--- src/rtl/evr_rx_decoder.sv ---
// EVG link receive decoder: comma alignment FSM, event strobes, distributed bus, heartbeat watchdog.
// Define EVR_TOD_EN to build the time-of-day seconds decoder; otherwise its outputs are tied to 0.
module evr_rx_decoder #(
    parameter int unsigned RXCLK_NOMINAL_FREQUENCY = 125000000,
    parameter int unsigned DISTRIBUTED_BUS_WIDTH   = 8,
    parameter int unsigned TOD_SECONDS_WIDTH       = 32,
    parameter int unsigned COMMA_LOCK_COUNT        = 4,
    parameter int unsigned COMMA_TIMEOUT           = 1024,
    parameter int unsigned HEARTBEAT_TIMEOUT       = RXCLK_NOMINAL_FREQUENCY * 2
) (
    input  logic                                 evrRxClk,
    input  logic                                 evrRxReset,
    input  logic [15:0]                          evrRxData,
    input  logic [1:0]                           evrRxCharIsK,
    output logic                                 evrLinkUp,
    output logic                                 evrEventStrobe,
    output logic [7:0]                           evrEventCode,
    output logic [DISTRIBUTED_BUS_WIDTH-1:0]     evrDistributedBus,
    output logic                                 evrHeartbeat,
    output logic                                 evrPing,
    output logic [31:0]                          evrHeartbeatInterval,
    output logic                                 evrHeartbeatTimeout,
    output logic [15:0]                          evrLinkErrorCount,
    output logic [TOD_SECONDS_WIDTH-1:0]         evrSeconds,
    output logic                                 evrSecondsStrobe,
    output logic                                 evrTodError
);

    localparam int unsigned TIMER_W = $clog2(COMMA_TIMEOUT + 1);
    localparam int unsigned GOOD_W  = $clog2(COMMA_LOCK_COUNT + 1);
    localparam int unsigned BC_W    = $clog2(TOD_SECONDS_WIDTH + 2);

    typedef enum logic [1:0] {
        HUNT   = 2'd0,
        CHECK  = 2'd1,
        LOCKED = 2'd2
    } state_t;

    state_t              state_q;
    state_t              state_next_c;
    logic [TIMER_W-1:0]  timer_q;
    logic [TIMER_W-1:0]  timer_next_c;
    logic [GOOD_W-1:0]   good_q;
    logic [GOOD_W-1:0]   good_next_c;

    logic                is_comma_c;
    logic                is_bad_c;
    logic                active_c;
    logic                drop_c;
    logic                event_c;
    logic                hb_c;
    logic                ping_c;

    logic                hb_prev_q;
    logic                ping_prev_q;
    logic [31:0]         hb_cnt_q;

    assign is_comma_c = (evrRxCharIsK == 2'b01) && (evrRxData[7:0] == 8'hBC);
    assign is_bad_c   = evrRxCharIsK[1] || (evrRxCharIsK[0] && (evrRxData[7:0] != 8'hBC));

    // Alignment state register
    always_ff @(posedge evrRxClk) begin
        if (evrRxReset) begin
            state_q <= HUNT;
            timer_q <= '0;
            good_q  <= '0;
        end else begin
            state_q <= state_next_c;
            timer_q <= timer_next_c;
            good_q  <= good_next_c;
        end
    end

    // Next-state: comma counting and gap watchdog; a comma always rescues the gap timer
    always_comb begin
        state_next_c = state_q;
        timer_next_c = timer_q;
        good_next_c  = good_q;
        case (state_q)
            HUNT: begin
                if (is_comma_c) begin
                    state_next_c = CHECK;
                    good_next_c  = GOOD_W'(1);
                    timer_next_c = '0;
                end
            end
            CHECK: begin
                if (is_comma_c) begin
                    good_next_c  = good_q + GOOD_W'(1);
                    timer_next_c = '0;
                    if (good_q + GOOD_W'(1) == GOOD_W'(COMMA_LOCK_COUNT)) begin
                        state_next_c = LOCKED;
                    end
                end else if (is_bad_c || timer_q == TIMER_W'(COMMA_TIMEOUT)) begin
                    state_next_c = HUNT;
                end else begin
                    timer_next_c = timer_q + TIMER_W'(1);
                end
            end
            LOCKED: begin
                if (is_comma_c) begin
                    timer_next_c = '0;
                end else if (is_bad_c || timer_q == TIMER_W'(COMMA_TIMEOUT)) begin
                    state_next_c = HUNT;
                end else begin
                    timer_next_c = timer_q + TIMER_W'(1);
                end
            end
            default: state_next_c = HUNT;
        endcase
    end

    // Output decode: a word is only delivered when the link is locked before and after it
    always_comb begin
        active_c = (state_q == LOCKED) && (state_next_c == LOCKED);
        drop_c   = (state_q == LOCKED) && (state_next_c != LOCKED);
        event_c  = active_c && !evrRxCharIsK[0] && (evrRxData[7:0] != 8'h00);
        hb_c     = active_c && evrRxData[8] && !hb_prev_q;
        ping_c   = active_c && evrRxData[9] && !ping_prev_q;
    end

    always_ff @(posedge evrRxClk) begin
        if (evrRxReset) begin
            evrLinkUp            <= 1'b0;
            evrEventStrobe       <= 1'b0;
            evrEventCode         <= '0;
            evrDistributedBus    <= '0;
            evrHeartbeat         <= 1'b0;
            evrPing              <= 1'b0;
            evrLinkErrorCount    <= '0;
            hb_prev_q            <= 1'b0;
            ping_prev_q          <= 1'b0;
        end else begin
            evrLinkUp         <= (state_next_c == LOCKED);
            evrEventStrobe    <= event_c;
            evrHeartbeat      <= hb_c;
            evrPing           <= ping_c;
            evrDistributedBus <= active_c ? evrRxData[8 +: DISTRIBUTED_BUS_WIDTH] : '0;
            hb_prev_q         <= active_c && evrRxData[8];
            ping_prev_q       <= active_c && evrRxData[9];
            if (event_c) begin
                evrEventCode <= evrRxData[7:0];
            end
            if (drop_c && evrLinkErrorCount != 16'hFFFF) begin
                evrLinkErrorCount <= evrLinkErrorCount + 16'd1;
            end
        end
    end

    // Heartbeat interval counter and watchdog; a heartbeat wins over a same-cycle timeout
    always_ff @(posedge evrRxClk) begin
        if (evrRxReset) begin
            hb_cnt_q             <= '0;
            evrHeartbeatInterval <= '0;
            evrHeartbeatTimeout  <= 1'b0;
        end else if (hb_c) begin
            evrHeartbeatInterval <= (hb_cnt_q == 32'hFFFF_FFFF) ? 32'hFFFF_FFFF : hb_cnt_q + 32'd1;
            hb_cnt_q             <= '0;
            evrHeartbeatTimeout  <= 1'b0;
        end else begin
            if (hb_cnt_q != 32'hFFFF_FFFF) begin
                hb_cnt_q <= hb_cnt_q + 32'd1;
            end
            if (hb_cnt_q == 32'(HEARTBEAT_TIMEOUT - 1)) begin
                evrHeartbeatTimeout <= 1'b1;
            end
        end
    end

`ifdef EVR_TOD_EN
    logic [TOD_SECONDS_WIDTH-1:0] tod_shift_q;
    logic [BC_W-1:0]              tod_bits_q;

    // Seconds are shifted in MSB first by events 0x70/0x71 and committed by 0x7D
    always_ff @(posedge evrRxClk) begin
        if (evrRxReset) begin
            tod_shift_q      <= '0;
            tod_bits_q       <= '0;
            evrSeconds       <= '0;
            evrSecondsStrobe <= 1'b0;
            evrTodError      <= 1'b0;
        end else begin
            evrSecondsStrobe <= 1'b0;
            if (!active_c) begin
                tod_shift_q <= '0;
                tod_bits_q  <= '0;
            end else if (event_c) begin
                if (evrRxData[7:0] == 8'h70 || evrRxData[7:0] == 8'h71) begin
                    tod_shift_q <= {tod_shift_q[TOD_SECONDS_WIDTH-2:0], evrRxData[0]};
                    if (tod_bits_q != BC_W'(TOD_SECONDS_WIDTH + 1)) begin
                        tod_bits_q <= tod_bits_q + BC_W'(1);
                    end
                end else if (evrRxData[7:0] == 8'h7D) begin
                    if (tod_bits_q == BC_W'(TOD_SECONDS_WIDTH)) begin
                        evrSeconds       <= tod_shift_q;
                        evrSecondsStrobe <= 1'b1;
                    end else begin
                        evrTodError <= 1'b1;
                    end
                    tod_shift_q <= '0;
                    tod_bits_q  <= '0;
                end
            end
        end
    end
`else
    assign evrSeconds       = '0;
    assign evrSecondsStrobe = 1'b0;
    assign evrTodError      = 1'b0;
`endif

endmodule

--- config.mk ---
export PLATFORM = sky130hd
export DESIGN_NAME = evr_rx_decoder
export DESIGN_NICKNAME = d
export VERILOG_FILES = /design/src/rtl/evr_rx_decoder.sv
export SDC_FILE = /design/constraint.sdc
export NUM_CORES = 1
export LEC_CHECK = 0
export BUFFER_PORTS_ARGS = -buffer_cell sky130_fd_sc_hd__buf_2
export CORE_ASPECT_RATIO = 0.8
export CORE_MARGIN = 2
export CORE_UTILIZATION = 30
export DETAILED_ROUTE_END_ITERATION = 8
export GPL_TIMING_DRIVEN = 0
export PLACE_DENSITY = 0.55
export SYNTH_ARGS = -nofsm -noshare
export SYNTH_HDL_FRONTEND = slang
export SYNTH_SLANG_ARGS = --single-unit
--- constraint.sdc ---
create_clock -name evrRxClk -period 3.5 [get_ports evrRxClk]
set_input_delay 0.7 -clock evrRxClk [delete_from_list [all_inputs] [get_ports evrRxClk]]
set_output_delay 0.7 -clock evrRxClk [all_outputs]
set_load 0.005 [all_outputs]
==> reports/results.ini, run 1 <==
[clocking]
cts_root_buf = clkbuf_16
cts_tree = built
cts_made_buffers = 17
cts.repair.resized = 0
htreeDepth = 4
clkSinkCount = 119
clkTransAtPathRegs_ps = 50
cts_hold_buf = 0
clk_latency_ps = 420
post-cts-setup-buffers = 0
clock_path_buffers = 2

[finish]
fillCellCount = 1881
num_antenna_cells = 0
final_cell_mix = nor2_1, dfxtp_1, buf_2, buf_4, conb_1
layout_commonest_cell = nor2_1
regArea_um2 = 2380
area_growth_pct = 27.0
post-route-cell-area_um2 = 6930
layout-drive-gt1-share_pct = 23.2
multiInputGateArea_um2 = 2750
utilization_pct = 38.5
nNetsFinal = 803

[sta]
setup_ws_ps = 412
fmax_mhz = 324
worst_pin_slew_ps = 842
relSlewSlack_pct = 43.4
finalHoldViolCount = 0
period_needed_ps = 3090
period_share_pct = 88.2
finalClockSkew_ps = 5.80
finalMaxSlewViolations = 0
rsz0062_at_grt = false
setup_violations = 0

[critical_path]
worstPathCellList = buf_2, or4b_4, nor4b_4, buf_6, a41oi_2, o21bai_4, o211ai_1, buf_2, mux2i_1, nor2_1
crit_top_cell = buf_2
worstReg2RegStart = hb_cnt_q[0]
end_kind = flip-flop
crit_path_top_delay_cell = or4b_4
worst-path-buf-inv = 3
cp_data_required_time_ps = 3790
cp-start-kind = input port
crit_family = compound AO/OA/AOI/OAI gates
path_class = in2reg
cp.arrival_ps = 3380
cpPeakStageDelay_ps = 560
crit_start = evrRxData[0]
cp_max_fo = 10

[die]
ios = 123
die_width_um = 155
start_util_pct = 30.3
std_cell_rows = 44
die_h_um = 125
core_um2 = 18000
dieArea_um2 = 19300

[global_routing]
antenna_found_initial = 0
grt_first_pass_wirelength_mm = 21.9
grt_max_degree = 17
groute.usage.overall_pct = 14.3
overflow = 0
grt_pass1_vias = 4235

[synthesis]
ys_seq_area_share_pct = 43.7
async_reset_ff_share_pct = 0
syn_inst = 633
synth-seq-cells = 119
synth_edf_count = 0
ys.flop_type = dfxtp_1
ys_warn_count = 0
netlist_area_um2 = 5450
ys_types = 47
avgSynthCellArea_um2 = 8.62

[power_and_ir_drop]
swShare_pct = 20.4
power.total_uw = 3280
clkPwrFrac_pct = 55.5
p_switching_uw = 670
seq_power_share_pct = 41.5
leakagePower_uw = 0.00287
internal_power_uw = 2610
max-vdd-ir-drop_v = 0.000426
power_density_nw_per_um2 = 474
p_comb_share_pct = 2.9

[hold_path]
hp-class = reg2reg
hold_path.startpoint = ping_prev_q

[detailed_routing]
drt-wirelength-per-cell_um = 13.0
via_per_inst = 4.52
route.detailed.drc = 0
ant_nets = 0
drt-initial-drc-count = 220
wl_mm = 13.3
dr.pass1.iters = 4
vias = 4590

[place]
io_buffers = 88
dpl_cell_area_um2 = 6310
place_ws_ps = 7.37
gp_congestion = 0.802
hpwl_mm = 9.75

[flow_run]
drv_cap = 0

[run_status]
outcome = complete, no violations

-- registers in the layout, summed over array words and instances (netlist names) --
name and flops:
ping_prev_q 1, hb_prev_q 1, good_q 3, evrLinkErrorCount 16
evrLinkUp 1, evrHeartbeat 1, evrHeartbeatInterval 32, evrHeartbeatTimeout 1
evrDistributedBus 8, evrEventCode 8, evrEventStrobe 1, state_q 2
timer_q 11, evrPing 1, hb_cnt_q 32
-- final cells by class --
type | count | area share [%]
Multi-Input combinational cell | 467 | 39.7
Sequential cell | 119 | 34.4
Clock buffer | 24 | 7.24
Timing Repair Buffer | 88 | 6.36
Buffer | 58 | 5.24
Tap cell | 230 | 4.16
Clock inverter | 8 | 1.70
Inverter | 22 | 1.19
-- per-layer routing --
layer | global-route usage, % | wire [um] | up-vias
li1 | - | - | 2407
met1 | 20.5 | 7020 | 2093
met2 | 20.1 | 5500 | 73
met3 | 4.28 | 486 | 17
met4 | 5.50 | 246 | 0
met5 | 0 | 0 | -
-- power groups by stage --
stage	logic (uW)	clock network, uW	registers [uW]
floorplan	67.9	0	1390
global placement	96.4	0	1390
detailed placement	96.3	0	1390
CTS	96.9	1860	1360
global route	109	1910	1360
finish	96.7	1820	1360
-- final timing paths --
check	endpoint	slack (ps)	depth (start not counted)
max reg2reg	evrHeartbeatInterval[19]	450	8
max	evrLinkErrorCount[1]	410	10
min reg2reg	evrPing	390	1
min	evrPing	390	1
-- Yosys cell counts (3+ instances only) --
| cell | instances | area share, % |
|---|---|---|
| nand2b_1 | 3 | 0.34 |
| inv_1 | 22 | 1.5 |
| o21ai_0 | 16 | 1.5 |
| o211ai_1 | 4 | 0.55 |
| dfxtp_1 | 119 | 44 |
| or2_2 | 3 | 0.34 |
| nor4_1 | 7 | 0.80 |
| ha_1 | 10 | 2.3 |
| nor2_1 | 127 | 8.7 |
| nand3_1 | 27 | 2.5 |
| xor2_1 | 8 | 1.3 |
| and3_1 | 16 | 1.8 |
| a21oi_1 | 22 | 2.0 |
| mux2i_1 | 21 | 3.9 |
| or4_1 | 5 | 0.69 |
| mux2_2 | 7 | 1.4 |
| nor3_1 | 14 | 1.3 |
| buf_2 | 8 | 0.73 |
| nand4_1 | 10 | 1.1 |
| a31oi_1 | 3 | 0.34 |
| o31ai_1 | 5 | 0.69 |
| a211oi_1 | 23 | 3.2 |
| nand2_1 | 29 | 2.0 |
| nor4b_1 | 4 | 0.64 |
| and4_1 | 3 | 0.48 |
| a31o_2 | 3 | 0.48 |
| buf_4 | 34 | 4.7 |
| and2_1 | 4 | 0.46 |
| clkbuf_1 | 15 | 1.0 |
| nor2b_1 | 11 | 1.3 |
| xnor2_1 | 20 | 3.2 |
| or3_1 | 13 | 1.5 |
-- cells by family after synthesis --
family,share of synthesized area (%)
buf+inv,8.17
other cells,0.0688
fa+ha+maj,2.29
compound gates,10.6
flops,43.7
xor+xnor,4.50
simple gates,25.4
mux,5.30
-- per-stage QoR --
step	std cells	setup TNS [ps]	hold slack, ps
2_1_floorplan	666	0	373
3_3_place_gp	984	-27.4	378
3_5_place_dp	984	0	384
4_1_cts	1016	0	391
5_1_grt	1016	0	402
6_report	1016	0	392
Power figures use the tool's default switching activity.
==> run 2: changes to the inputs <==
--- a/config.mk
+++ b/config.mk
@@ -5,6 +5,7 @@
 export SDC_FILE = /design/constraint.sdc
 export NUM_CORES = 1
 export LEC_CHECK = 0
+export ABC_AREA = 1
 export BUFFER_PORTS_ARGS = -buffer_cell sky130_fd_sc_hd__buf_2
 export CORE_ASPECT_RATIO = 0.8
 export CORE_MARGIN = 2
==> run 2 against run 1 <==
Compared with the run above: hold slack lost 2.8 ps; register-to-register slack gained 780 ps; die area grew 16%.
==> reports/results.ini, run 2 <==
[place]
gp_congestion = 0.973  ; +21%
io_buffers = 87  ; -1.1%
hpwl_mm = 13.2  ; +35%
place_ws_ps = 933  ; +925 ps

[critical_path]
cp-start-kind = flip-flop
worst-path-buf-inv = 2  ; -1
crit_top_cell = nand2_1
cp.arrival_ps = 2630  ; -750 ps
cp_data_required_time_ps = 3860  ; +70 ps
crit_path_top_delay_cell = dfxtp_1
worstPathCellList = ha_1, nand2_1, nor2_1, nand2_1, nor2_1, nand2_1, buf_2, buf_2, nand2_1, nand4_1, nand2_1
cpPeakStageDelay_ps = 410  ; -150 ps
crit_family = simple AND/OR/NAND/NOR gates
end_kind = flip-flop
cp_max_fo = 10  ; unchanged
path_class = reg2reg

[sta]
worst_pin_slew_ps = 759  ; -83.2 ps
relSlewSlack_pct = 48.7  ; +5.3 points
period_needed_ps = 2270  ; -817 ps
period_share_pct = 64.9  ; -23 points
setup_ws_ps = 1230  ; +817 ps
setup_violations = 0  ; unchanged
finalClockSkew_ps = 21.4  ; +15.6 ps
rsz0062_at_grt = false
tns_ps = 0  ; unchanged
finalHoldViolCount = 0  ; unchanged
finalMaxSlewViolations = 0  ; unchanged
fmax_mhz = 440  ; +36%

[clocking]
post-cts-setup-buffers = 0  ; unchanged
clkSinkCount = 119  ; unchanged
clk_latency_ps = 430  ; about the same
cts.repair.resized = 0  ; unchanged
htreeDepth = 4  ; unchanged
cts_hold_buf = 0  ; unchanged
clock_path_buffers = 2  ; unchanged
cts_made_buffers = 17  ; unchanged
clkTransAtPathRegs_ps = 70  ; +20 ps
cts_root_buf = clkbuf_16
cts_tree = built

[detailed_routing]
drt-wirelength-per-cell_um = 12.8  ; -1.5%
ant_nets = 0  ; unchanged
wl_mm = 17.2  ; +29%
vias = 5965  ; +30%
route.detailed.drc = 0  ; unchanged
drt-initial-drc-count = 490  ; +120%
dr.pass1.iters = 5  ; +1
via_per_inst = 4.47  ; -1.1%

[synthesis]
yosys-top-cells-area = dfxtp_1, nand2_1, inv_1, nand3_1, nor2_1
ys_seq_area_share_pct = 37.4  ; -6.2 points
synthTopCellsByCount = nand2_1, inv_1, dfxtp_1
ys_warn_count = 0  ; unchanged
synth_edf_count = 0  ; unchanged
synth-seq-cells = 119  ; unchanged
synth_top_area_cell = dfxtp_1
ys.flop_type = dfxtp_1
ys_types = 40  ; -15%
avgSynthCellArea_um2 = 6.96  ; -19%
post-synth-top-count-cell = nand2_1
netlist_area_um2 = 6360  ; +17%
syn_inst = 914  ; +44%
async_reset_ff_share_pct = 0  ; unchanged
synth_top_area_share_pct = 37.4  ; -6.2 points

[finish]
layout-drive-gt1-share_pct = 19.1  ; -4.0 points
final_cell_mix = nand2_1, inv_1, dfxtp_1, buf_2, nor2_1
area_growth_pct = 23.1
top_regs = evrHeartbeatInterval (32), hb_cnt_q (32), evrLinkErrorCount (16)
nNetsFinal = 1083  ; +35%
num_antenna_cells = 0  ; unchanged
layout_commonest_cell = nand2_1

[power_and_ir_drop]
internal_power_uw = 2400  ; -8.0%
power_density_nw_per_um2 = 408  ; -14%
max-vdd-ir-drop_v = 0.000291  ; -32%
leakagePower_uw = 0.00359  ; +25%
seq_power_share_pct = 42.5  ; +1.0 points
clkPwrFrac_pct = 53.5  ; -2.0 points
swShare_pct = 24.9  ; +4.5 points
p_comb_share_pct = 3.9  ; +1.0 points
p_switching_uw = 796  ; +19%

[die]
dieArea_um2 = 22400  ; +16%
std_cell_rows = 47  ; +6.8%
die_h_um = 134  ; +7.7%
start_util_pct = 30.6  ; +0.35 points
die_width_um = 167  ; +7.8%
ios = 123  ; unchanged
core_um2 = 20800  ; +15%

[global_routing]
overflow = 0  ; unchanged
grt_pass1_vias = 5486  ; +30%
grt_max_degree = 17  ; unchanged
antenna_found_initial = 0  ; unchanged
grt_first_pass_wirelength_mm = 27.9  ; +27%
groute.usage.overall_pct = 15.6  ; +1.2 points

[hold_path]
hp-class = reg2reg

[run_status]
outcome = complete, no violations

[flow_run]
drv_cap = 0  ; unchanged

[run 2: changes by cell type after synthesis, sizes merged, moves of 22 or more]
cell	before	now
nand2	29	208
inv	22	125
nand3	27	86
nand4	10	49
nor2	127	98
a21oi	22	46
a211oi	23	1
[run 2: worst paths after layout]
check	startpoint	cells past startpoint	slack [ps]	end
max reg2reg	hb_cnt_q[0]	11	1230	evrHeartbeatInterval[12]
min reg2reg	ping_prev_q	1	390	evrPing
max	hb_cnt_q[0]	11	1230	evrHeartbeatInterval[12]
min	ping_prev_q	1	390	evrPing
[run 2: power by group through the flow]
stage | logic, uW | clock network (uW) | registers [uW]
global placement | 124 | 0 | 1390
finish | 126 | 1710 | 1360
floorplan | 91.0 | 0 | 1390
global route | 139 | 1820 | 1360
CTS | 125 | 1750 | 1360
detailed placement | 124 | 0 | 1390
[run 2: area by class of cell]
cell class / count / area (um^2)
Clock inverter: 14 / 144
Inverter: 127 / 477
Clock buffer: 18 / 429
Fill cell: 2202 / 12900
Sequential cell: 119 / 2380
Tap cell: 269 / 337
Buffer: 67 / 432
Multi-Input combinational cell: 634 / 3200
Timing Repair Buffer: 87 / 435
[run 2: cell families after synthesis]
kind of cell | share of synthesized area, %
AND/OR/NAND/NOR | 36.6
AO/OA/AOI/OAI | 5.09
buffers and inverters | 14.3
XOR/XNOR | 4.54
adder cells (fa/ha/maj) | 1.97
flip-flops | 37.4
other | 0.0589
[run 2: routing by layer]
layer | vias to the layer above | wire length [um] | global-route usage (%) | share of wire [%]
met1 | 2683 | 8530 | 21.2 | 50
met3 | 13 | 883 | 4.43 | 5.1
met5 | - | 0 | 0 | 0
met4 | 0 | 121 | 3.40 | 0.71
li1 | 3154 | - | - | -
met2 | 115 | 7620 | 24.5 | 44
[run 2: stage by stage]
stage / hold slack (ps) / std cells / instance area, um^2 / total power (uW) / util, %
3_5_place_dp: 384 / 1303 / 7260 / 1510 / 35.0
5_1_grt: 414 / 1335 / 7830 / 3320 / 37.7
2_1_floorplan: 373 / 947 / 6490 / 1480 / -
3_3_place_gp: 376 / 1303 / 7260 / 1510 / 35.0
4_1_cts: 393 / 1335 / 7830 / 3230 / 37.7
6_report: 389 / 1335 / 7830 / 3200 / 37.7
